[config.mk]
export PLATFORM = sky130hd
export DESIGN_NAME = neuron_mac_seq_flat
export DESIGN_NICKNAME = d
export VERILOG_FILES = /design/src/rtl/neuron_mac_seq_if.sv /design/src/rtl/neuron_mac_seq.sv /design/src/flat_wrapper.sv
export SDC_FILE = /design/constraint.sdc
export NUM_CORES = 1
export LEC_CHECK = 0
export ABC_AREA = 1
export CAP_MARGIN = 20
export CELL_PAD_IN_SITES_DETAIL_PLACEMENT = 1
export CELL_PAD_IN_SITES_GLOBAL_PLACEMENT = 2
export CORE_MARGIN = 2
export CORE_UTILIZATION = 23
export CTS_BUF_LIST = sky130_fd_sc_hd__clkbuf_8 sky130_fd_sc_hd__clkbuf_16
export DETAILED_ROUTE_END_ITERATION = 12
export GPL_TIMING_DRIVEN = 1
export PLACE_DENSITY_LB_ADDON = 0.1
export SLEW_MARGIN = 20
export SYNTH_ARGS = -nofsm -noshare
export SYNTH_HDL_FRONTEND = slang
export SYNTH_SLANG_ARGS = --single-unit
[constraint.sdc]
create_clock -name clk -period 12.5 [get_ports clk]
set_clock_uncertainty 0.05 [all_clocks]
set_input_delay 1.25 -clock clk [delete_from_list [all_inputs] [get_ports clk]]
set_output_delay 1.25 -clock clk [all_outputs]
set_load 0.02 [all_outputs]
[src/rtl/neuron_mac_seq_if.sv]
// rtl/neuron_mac_seq_if.sv - activation input and result output streams of the perceptron MAC
interface neuron_mac_seq_if #(
  parameter int ACC_W = 40
);
  logic             x_valid;
  logic             x_ready;
  logic [15:0]      x_data;
  logic             x_last;
  logic             y_valid;
  logic             y_ready;
  logic [ACC_W-1:0] y_sum;
  logic             y_fire;

  modport master (
    output x_valid, x_data, x_last, y_ready,
    input  x_ready, y_valid, y_sum, y_fire
  );

  modport slave (
    input  x_valid, x_data, x_last, y_ready,
    output x_ready, y_valid, y_sum, y_fire
  );
endinterface

[src/rtl/neuron_mac_seq.sv]
// rtl/neuron_mac_seq.sv - perceptron multiply-accumulate stage fed by a 1-cycle-latency weight ROM
module neuron_mac_seq #(
  parameter int                      N_INPUTS  = 10,
  parameter int                      BASE_ADDR = 1,
  parameter int                      ACC_W     = 40,
  parameter logic signed [ACC_W-1:0] BIAS      = '0,
  parameter logic signed [ACC_W-1:0] THRESHOLD = '0
) (
  input  logic        clk,
  input  logic        rst_n,
  output logic [15:0] rom_addr,
  input  logic [15:0] rom_dout,
  output logic        err,
  neuron_mac_seq_if.slave s
);
  localparam int             IDX_W    = (N_INPUTS > 1) ? $clog2(N_INPUTS) : 1;
  localparam logic [IDX_W-1:0] IDX_LAST = IDX_W'(N_INPUTS - 1);

  typedef enum logic {ST_ACC, ST_OUT} state_t;

  state_t                  state;
  state_t                  state_nxt;
  logic [IDX_W-1:0]        idx;
  logic [IDX_W-1:0]        idx_nxt;
  logic signed [ACC_W-1:0] acc;
  logic signed [31:0]      prod;
  logic signed [ACC_W-1:0] prod_ext;
  logic                    x_hs;
  logic                    is_last;

  assign x_hs     = s.x_valid & s.x_ready;
  assign is_last  = (idx == IDX_LAST);
  assign prod     = $signed(rom_dout) * $signed(s.x_data);
  assign prod_ext = ACC_W'(prod);

  // Look-ahead: the ROM latches the address on the handshake edge, so rom_dout
  // already holds w[idx] in the following cycle.
  always_comb begin
    idx_nxt = idx;
    if (!rst_n || state == ST_OUT || (x_hs && is_last)) begin
      idx_nxt = '0;
    end else if (x_hs) begin
      idx_nxt = idx + 1'b1;
    end
  end

  assign rom_addr = 16'(BASE_ADDR + int'(idx_nxt));

  always_ff @(posedge clk) begin
    if (!rst_n) begin
      state <= ST_ACC;
    end else begin
      state <= state_nxt;
    end
  end

  always_comb begin
    state_nxt = state;
    case (state)
      ST_ACC: if (x_hs && is_last) state_nxt = ST_OUT;
      ST_OUT: if (s.y_ready)       state_nxt = ST_ACC;
      default:                     state_nxt = ST_ACC;
    endcase
  end

  always_comb begin
    s.x_ready = (state == ST_ACC);
    s.y_valid = (state == ST_OUT);
    s.y_sum   = acc;
    s.y_fire  = (acc > THRESHOLD);
  end

  always_ff @(posedge clk) begin
    if (!rst_n) begin
      idx <= '0;
      acc <= BIAS;
      err <= 1'b0;
    end else begin
      idx <= idx_nxt;
      if (x_hs) begin
        acc <= acc + prod_ext;
        if (s.x_last != is_last) err <= 1'b1;
      end else if (state == ST_OUT && s.y_ready) begin
        acc <= BIAS;
      end
    end
  end
endmodule

[src/flat_wrapper.sv]
// flat-port wrapper written by rule: the top's interface ports become plain ports
module neuron_mac_seq_flat 
#(
  parameter int                      N_INPUTS  = 10,
  parameter int                      BASE_ADDR = 1,
  parameter int                      ACC_W     = 40,
  parameter logic signed [ACC_W-1:0] BIAS      = '0,
  parameter logic signed [ACC_W-1:0] THRESHOLD = '0
)
  (clk, rst_n, rom_addr, rom_dout, err, s_x_valid, s_x_data, s_x_last, s_y_ready, s_x_ready, s_y_valid, s_y_sum, s_y_fire);
  neuron_mac_seq_if #(.ACC_W(ACC_W)) s_i ();
  input  logic clk;
  input  logic rst_n;
  output logic [15:0] rom_addr;
  input  logic [15:0] rom_dout;
  output logic err;
  input wire logic [$bits(s_i.x_valid)-1:0] s_x_valid;
  input wire logic [$bits(s_i.x_data)-1:0] s_x_data;
  input wire logic [$bits(s_i.x_last)-1:0] s_x_last;
  input wire logic [$bits(s_i.y_ready)-1:0] s_y_ready;
  output wire logic [$bits(s_i.x_ready)-1:0] s_x_ready;
  output wire logic [$bits(s_i.y_valid)-1:0] s_y_valid;
  output wire logic [$bits(s_i.y_sum)-1:0] s_y_sum;
  output wire logic [$bits(s_i.y_fire)-1:0] s_y_fire;
  assign s_i.x_valid = s_x_valid;
  assign s_i.x_data = s_x_data;
  assign s_i.x_last = s_x_last;
  assign s_i.y_ready = s_y_ready;
  assign s_x_ready = s_i.x_ready;
  assign s_y_valid = s_i.y_valid;
  assign s_y_sum = s_i.y_sum;
  assign s_y_fire = s_i.y_fire;
  neuron_mac_seq #(.N_INPUTS(N_INPUTS), .BASE_ADDR(BASE_ADDR), .ACC_W(ACC_W), .BIAS(BIAS), .THRESHOLD(THRESHOLD)) u_core (.clk(clk), .rst_n(rst_n), .rom_addr(rom_addr), .rom_dout(rom_dout), .err(err), .s(s_i));
endmodule
==> results of run 1 <==
-- sequential cells by signal, summed over array words and instances, names as in the netlist --
name / cells
u_core.err: 1
u_core.idx: 4
u_core.s.y_sum: 40
u_core.s.y_valid: 1
-- final cells by class --
class / instances / area share
multi-input combinational: 1329 / 0.6824
inverter: 655 / 0.1400
tap: 873 / 0.06218
timing repair buffer: 97 / 0.05357
sequential: 46 / 0.05243
clock buffer: 5 / 0.007123
clock inverter: 3 / 0.002351
-- kinds of logic (layout without fill, tap and decap cells) --
logic type	Yosys count	in the layout	synth area share
xor+xnor	5	5	0.002791
compound gates	117	117	0.04227
other cells	1	11	0.0002390
buf+inv	740	760	0.1802
simple gates	748	748	0.2007
flops	46	46	0.05870
fa+ha+maj	448	448	0.5152
-- worst max-delay path, cell delays in order --
cell             delay (ns)
clkdlybuf4s50_1        0.82
nand2_1                0.36
inv_1                  0.10
fa_1                   0.76
fa_1                   0.46
inv_1                  0.35
fa_1                   0.64
fa_1                   0.79
inv_1                  0.16
fa_1                   0.50
inv_1                  0.05
fa_1                   0.47
inv_1                  0.04
ha_1                   0.36
nand2_1                0.12
nor2_1                 0.21
nand2_1                0.10
nor2_1                 0.13
nand3_1                0.13
nand3_1                0.11
nand2_1                0.05
nand3_1                0.08
a21oi_1                0.08
-- per-layer routing --
metal / global-route usage / share of wire / vias to the layer above
li1: - / - / 6010
met2: 0.2702 / 0.49 / 79
met5: 0 / 0 / -
met3: 0.008887 / 0.011 / 20
met4: 0.01619 / 0.0063 / 0
met1: 0.2152 / 0.49 / 6279
-- through the flow --
step           cells  hold slack, ns  instance area [um^2]  worst slack (ns)
6_report        3008          0.4106                 17570             4.499
5_1_grt         3008          0.4410                 17570             3.972
4_1_cts         3008          0.4179                 17570             4.402
3_5_place_dp    3000          0.4036                 17400             4.090
3_3_place_gp    3000          0.3958                 17400             4.126
2_1_floorplan   2115          0.4764                 15730             5.611
-- worst paths after layout --
kind / start / endpoint / slack [ns]
worst max-delay path: s_x_data[1] / u_core.s.y_sum[39] / 4.50
worst min-delay path: u_core.err / u_core.err / 0.41
worst max register to register: u_core.s.y_sum[15] / u_core.s.y_sum[37] / 7.25
worst min register to register: u_core.err / u_core.err / 0.41
-- cell usage in the layout (no fill, tap or decap), types with 10 or more instances in the layout --
cell type / instances
a21oi_1: 70
clkdlybuf4s50_1: 85
o21ai_0: 16
nand2_1: 534
nor4_1: 10
nand3_1: 57
inv_1: 633
nor2_2: 12
nand2_2: 13
buf_4: 12
inv_2: 22
nor2_1: 78
ha_1: 118
conb_1: 11
dfxtp_1: 46
nand4_1: 13
fa_1: 330
==> impl_metrics.py, run 1 <==
metrics = {
    "layout": {
        "seq_area_um2": 920.9,
        "drive_gt1_frac": 0.04450,
        "layout.nets": 2619,
        "multi_input_area_um2": 11990,
        "n_antenna_cell": 0,
        "fillers": 8175,
        "fin_util": 0.2606,
        "area_delta_synth_final_pct": 11.96,
    },
    "route": {
        "drc": 0,
        "via_count": 12388,
        "firstDrtPassIters": 4,
        "wl_um": 51760,
        "wl_per_cell_um": 17.21,
        "antenna_left": 0,
        "vias_per_cell": 4.118,
        "drt_iter0_drc": 375,
    },
    "setup_path": {
        "crit_type": "in -> reg",
        "worstSetupEndpointType": "register",
        "cp_max_fo": 16,
        "worst-r2r-cell-count": 19,
        "setup.worst_path.start_class": "primary input",
        "crit_required_ns": 12.63,
        "arrival_ns": 8.13,
    },
    "min_path": {
        "hold_path_depth": 2,
        "min_path_type": "reg -> reg",
    },
    "placed_design": {
        "gp_congestion": 0.8181,
        "io_buffer_count": 85,
        "hpwl_um": 46070,
    },
    "clock_network": {
        "clkLatencyLatePin_ns": 0.32,
        "htree_levels": 2,
        "numCtsBuffers": 5,
        "tritoncts": "built",
        "cts.clk_slew.worst_paths_ns": 0.08,
        "post_cts_buffers": 0,
        "cts_hold_buf": 0,
        "root_buffer": "clkbuf_16",
        "ctsResizeCount": 0,
        "clk_path_buf_depth": 2,
        "cts.sinks": 46,
    },
    "floorplan": {
        "design.die.area_um2": 70320,
        "start_util": 0.2328,
        "fp.dieW_um": 265.2,
        "rows": 95,
        "core_um2": 67400,
        "die_y_um": 265.2,
        "ios": 97,
    },
    "timing": {
        "final_hold_viol_count": 0,
        "worst_pin_slew_ns": 0.9989,
        "setup_tns_ns": 0,
        "setup_viol": 0,
        "fmax_mhz": 125.0,
        "rsz0062_at_grt": "no",
        "slew_headroom": 0.3320,
        "finalMaxSlewViolations": 0,
        "fin_crit_sh": 0.6401,
        "min_period_ns": 8.001,
    },
    "yosys": {
        "yosysWarnings": 0,
        "synthArstFlopShare": 0,
        "synth_area_leader_cell": "fa_1",
        "seq_area_frac_synth": 0.05870,
        "synth-edff-count": 0,
        "synth.avg_cell_area_um2": 7.453,
        "netlist_area_um2": 15690,
        "synth_top_area_share": 0.4211,
        "synth_cells": 2105,
        "synth_ff_type": "dfxtp_1",
        "synth_cell_types": 38,
        "synthTopCellsByArea": "fa_1, inv_1, nand2_1",
        "ys_seq_elements": 46,
        "synth_commonest_cells": "inv_1, nand2_1, fa_1",
        "synth_most_common_cell": "inv_1",
    },
    "global_route": {
        "grt_max_degree": 44,
        "grt_overflow_total": 0,
        "antenna_found_initial": 0,
        "grtUsageTotal": 0.1540,
        "grt_pass1_wl_um": 83520,
        "grt_pass1_vias": 14106,
    },
    "outcome": {
        "status": "complete, no violations",
    },
    "run": {
        "drv_cap": 0,
    },
}
Power of run 1 is left out: the tool's default activity adds up to more than one toggle a clock period on the data nets, which glitch-free logic cannot reach.
==> run 2: changes to the inputs <==
- clock period: 12.5 -> 8 ns (I/O delays scaled with it)
==> run 2 against run 1 <==
Compared with the run above: core utilization increased by 0.33 points; cell count increased by 1.0%; count of clock-buffer cells in the layout unchanged; critical path depth unchanged; critical path type unchanged; hold slack got worse by 0.00077 ns; via count increased by 1.3%.
==> impl_metrics.py, run 2 (synthesis gave the netlist of run 1 again) <==
metrics = {
    "clock_network": {
        "htree_levels": 2,
        "post_cts_buffers": 0,
        "tritoncts": "built",
        "cts_hold_buf": 0,
        "cts.sinks": 46,
        "clk_path_buf_depth": 2,
        "numCtsBuffers": 5,
        "cts.clk_slew.worst_paths_ns": 0.08,
        "clkLatencyLatePin_ns": 0.32,
        "ctsResizeCount": 0,
        "root_buffer": "clkbuf_16",
    },
    "layout": {
        "fin_util": 0.2640,
        "layout.nets": 2649,
        "drive_gt1_frac": 0.05774,
        "area_delta_synth_final_pct": 13.40,
        "largest_reg_flops": 40,
        "n_antenna_cell": 0,
        "mostFrequentLayoutCells": "inv_1, nand2_1, fa_1",
        "layout_commonest_cell": "inv_1",
    },
    "floorplan": {
        "design.die.area_um2": 70320,
        "core_um2": 67400,
        "ios": 97,
        "die_y_um": 265.2,
        "fp.dieW_um": 265.2,
        "start_util": 0.2328,
        "rows": 95,
    },
    "timing": {
        "finalMaxSlewViolations": 0,
        "fmax_mhz": 138.6,
        "final_hold_viol_count": 0,
        "fin_crit_sh": 0.9022,
        "min_period_ns": 7.217,
        "setup_viol": 0,
        "fin_ws_ns": 0.7827,
        "worst_pin_slew_ns": 0.9340,
        "slew_headroom": 0.3767,
        "setup_tns_ns": 0,
        "rsz0062_at_grt": "no",
    },
    "global_route": {
        "grt_pass1_vias": 14474,
        "grt_pass1_wl_um": 86390,
        "grt_overflow_total": 0,
        "grtUsageTotal": 0.1604,
        "grt_max_degree": 44,
        "antenna_found_initial": 0,
    },
    "min_path": {
        "hp-start": "u_core.err",
        "min_path_type": "reg -> reg",
    },
    "setup_path": {
        "crit_start": "rom_dout[15]",
        "crit_required_ns": 8.20,
        "rr_startpoint": "u_core.s.y_sum[15]",
        "crit_type": "in -> reg",
        "cp_max_fo": 8,
        "arrival_ns": 7.42,
        "setup.worst_path.start_class": "primary input",
        "worstSetupEndpointType": "register",
    },
    "route": {
        "firstDrtPassIters": 4,
        "vias_per_cell": 4.130,
        "drc": 0,
        "drt_iter0_drc": 429,
        "wl_per_cell_um": 17.62,
        "wl_um": 53530,
        "via_count": 12548,
        "antenna_left": 0,
    },
    "placed_design": {
        "hpwl_um": 48450,
        "io_buffer_count": 85,
        "gp_congestion": 0.7929,
        "dp_worst_setup_slack_ns": 0.3757,
    },
    "outcome": {
        "status": "complete, no violations",
    },
    "run": {
        "drv_cap": 0,
    },
}
-- run 2: cell types whose count changed in the layout (fill, tap and decap cells not counted) --
cell	previous run	this run
buf_4	12	42
-- run 2: worst paths after layout --
check                        to  slack, ns  depth (start not counted)
min                  u_core.err       0.41                          2
max          u_core.s.y_sum[35]       0.78                         23
max reg2reg  u_core.s.y_sum[37]       2.76                         19
min reg2reg          u_core.err       0.41                          2
-- run 2: per-layer routing --
| layer | vias to the layer above | global-route usage | part of all wire |
|---|---|---|---|
| met1 | 6397 | 0.2220 | 0.48 |
| met5 | - | 0 | 0 |
| li1 | 6062 | - | - |
| met3 | 10 | 0.008054 | 0.011 |
| met4 | 0 | 0.01451 | 0.0049 |
| met2 | 79 | 0.2862 | 0.50 |
-- run 2: area by class of cell --
cell class                 instances  area, um^2
sequential                        46       920.9
inverter                         655        2459
timing repair buffer             127        1166
tap                              873        1092
multi-input combinational       1329       11990
clock inverter                     3       41.29
clock buffer                       5       125.1
fill                            8158       49610
-- run 2: critical path, cell delays in order --
cell and delay [ns]:
clkdlybuf4s50_1 0.72, buf_4 0.23, nand2_1 0.13, fa_1 0.57, inv_1 0.07, fa_1 0.43
inv_1 0.35, fa_1 0.65, fa_1 0.78, inv_1 0.16, fa_1 0.51, inv_1 0.05
fa_1 0.47, inv_1 0.04, ha_1 0.34, a21oi_1 0.24, o21ai_0 0.15, o21bai_1 0.18
nor2_1 0.15, nand2_1 0.07, nand2_1 0.06, nand3_1 0.10, a21oi_1 0.16
-- run 2: metrics by stage --
step           hold WS [ns]  instance area (um^2)  instances
2_1_floorplan        0.4764                 15730       2115
3_3_place_gp         0.3941                 17620       3030
3_5_place_dp         0.4040                 17620       3030
4_1_cts              0.4213                 17790       3038
5_1_grt              0.4297                 17790       3038
6_report             0.4098                 17790       3038
Power of run 2 is left out for the same reason.
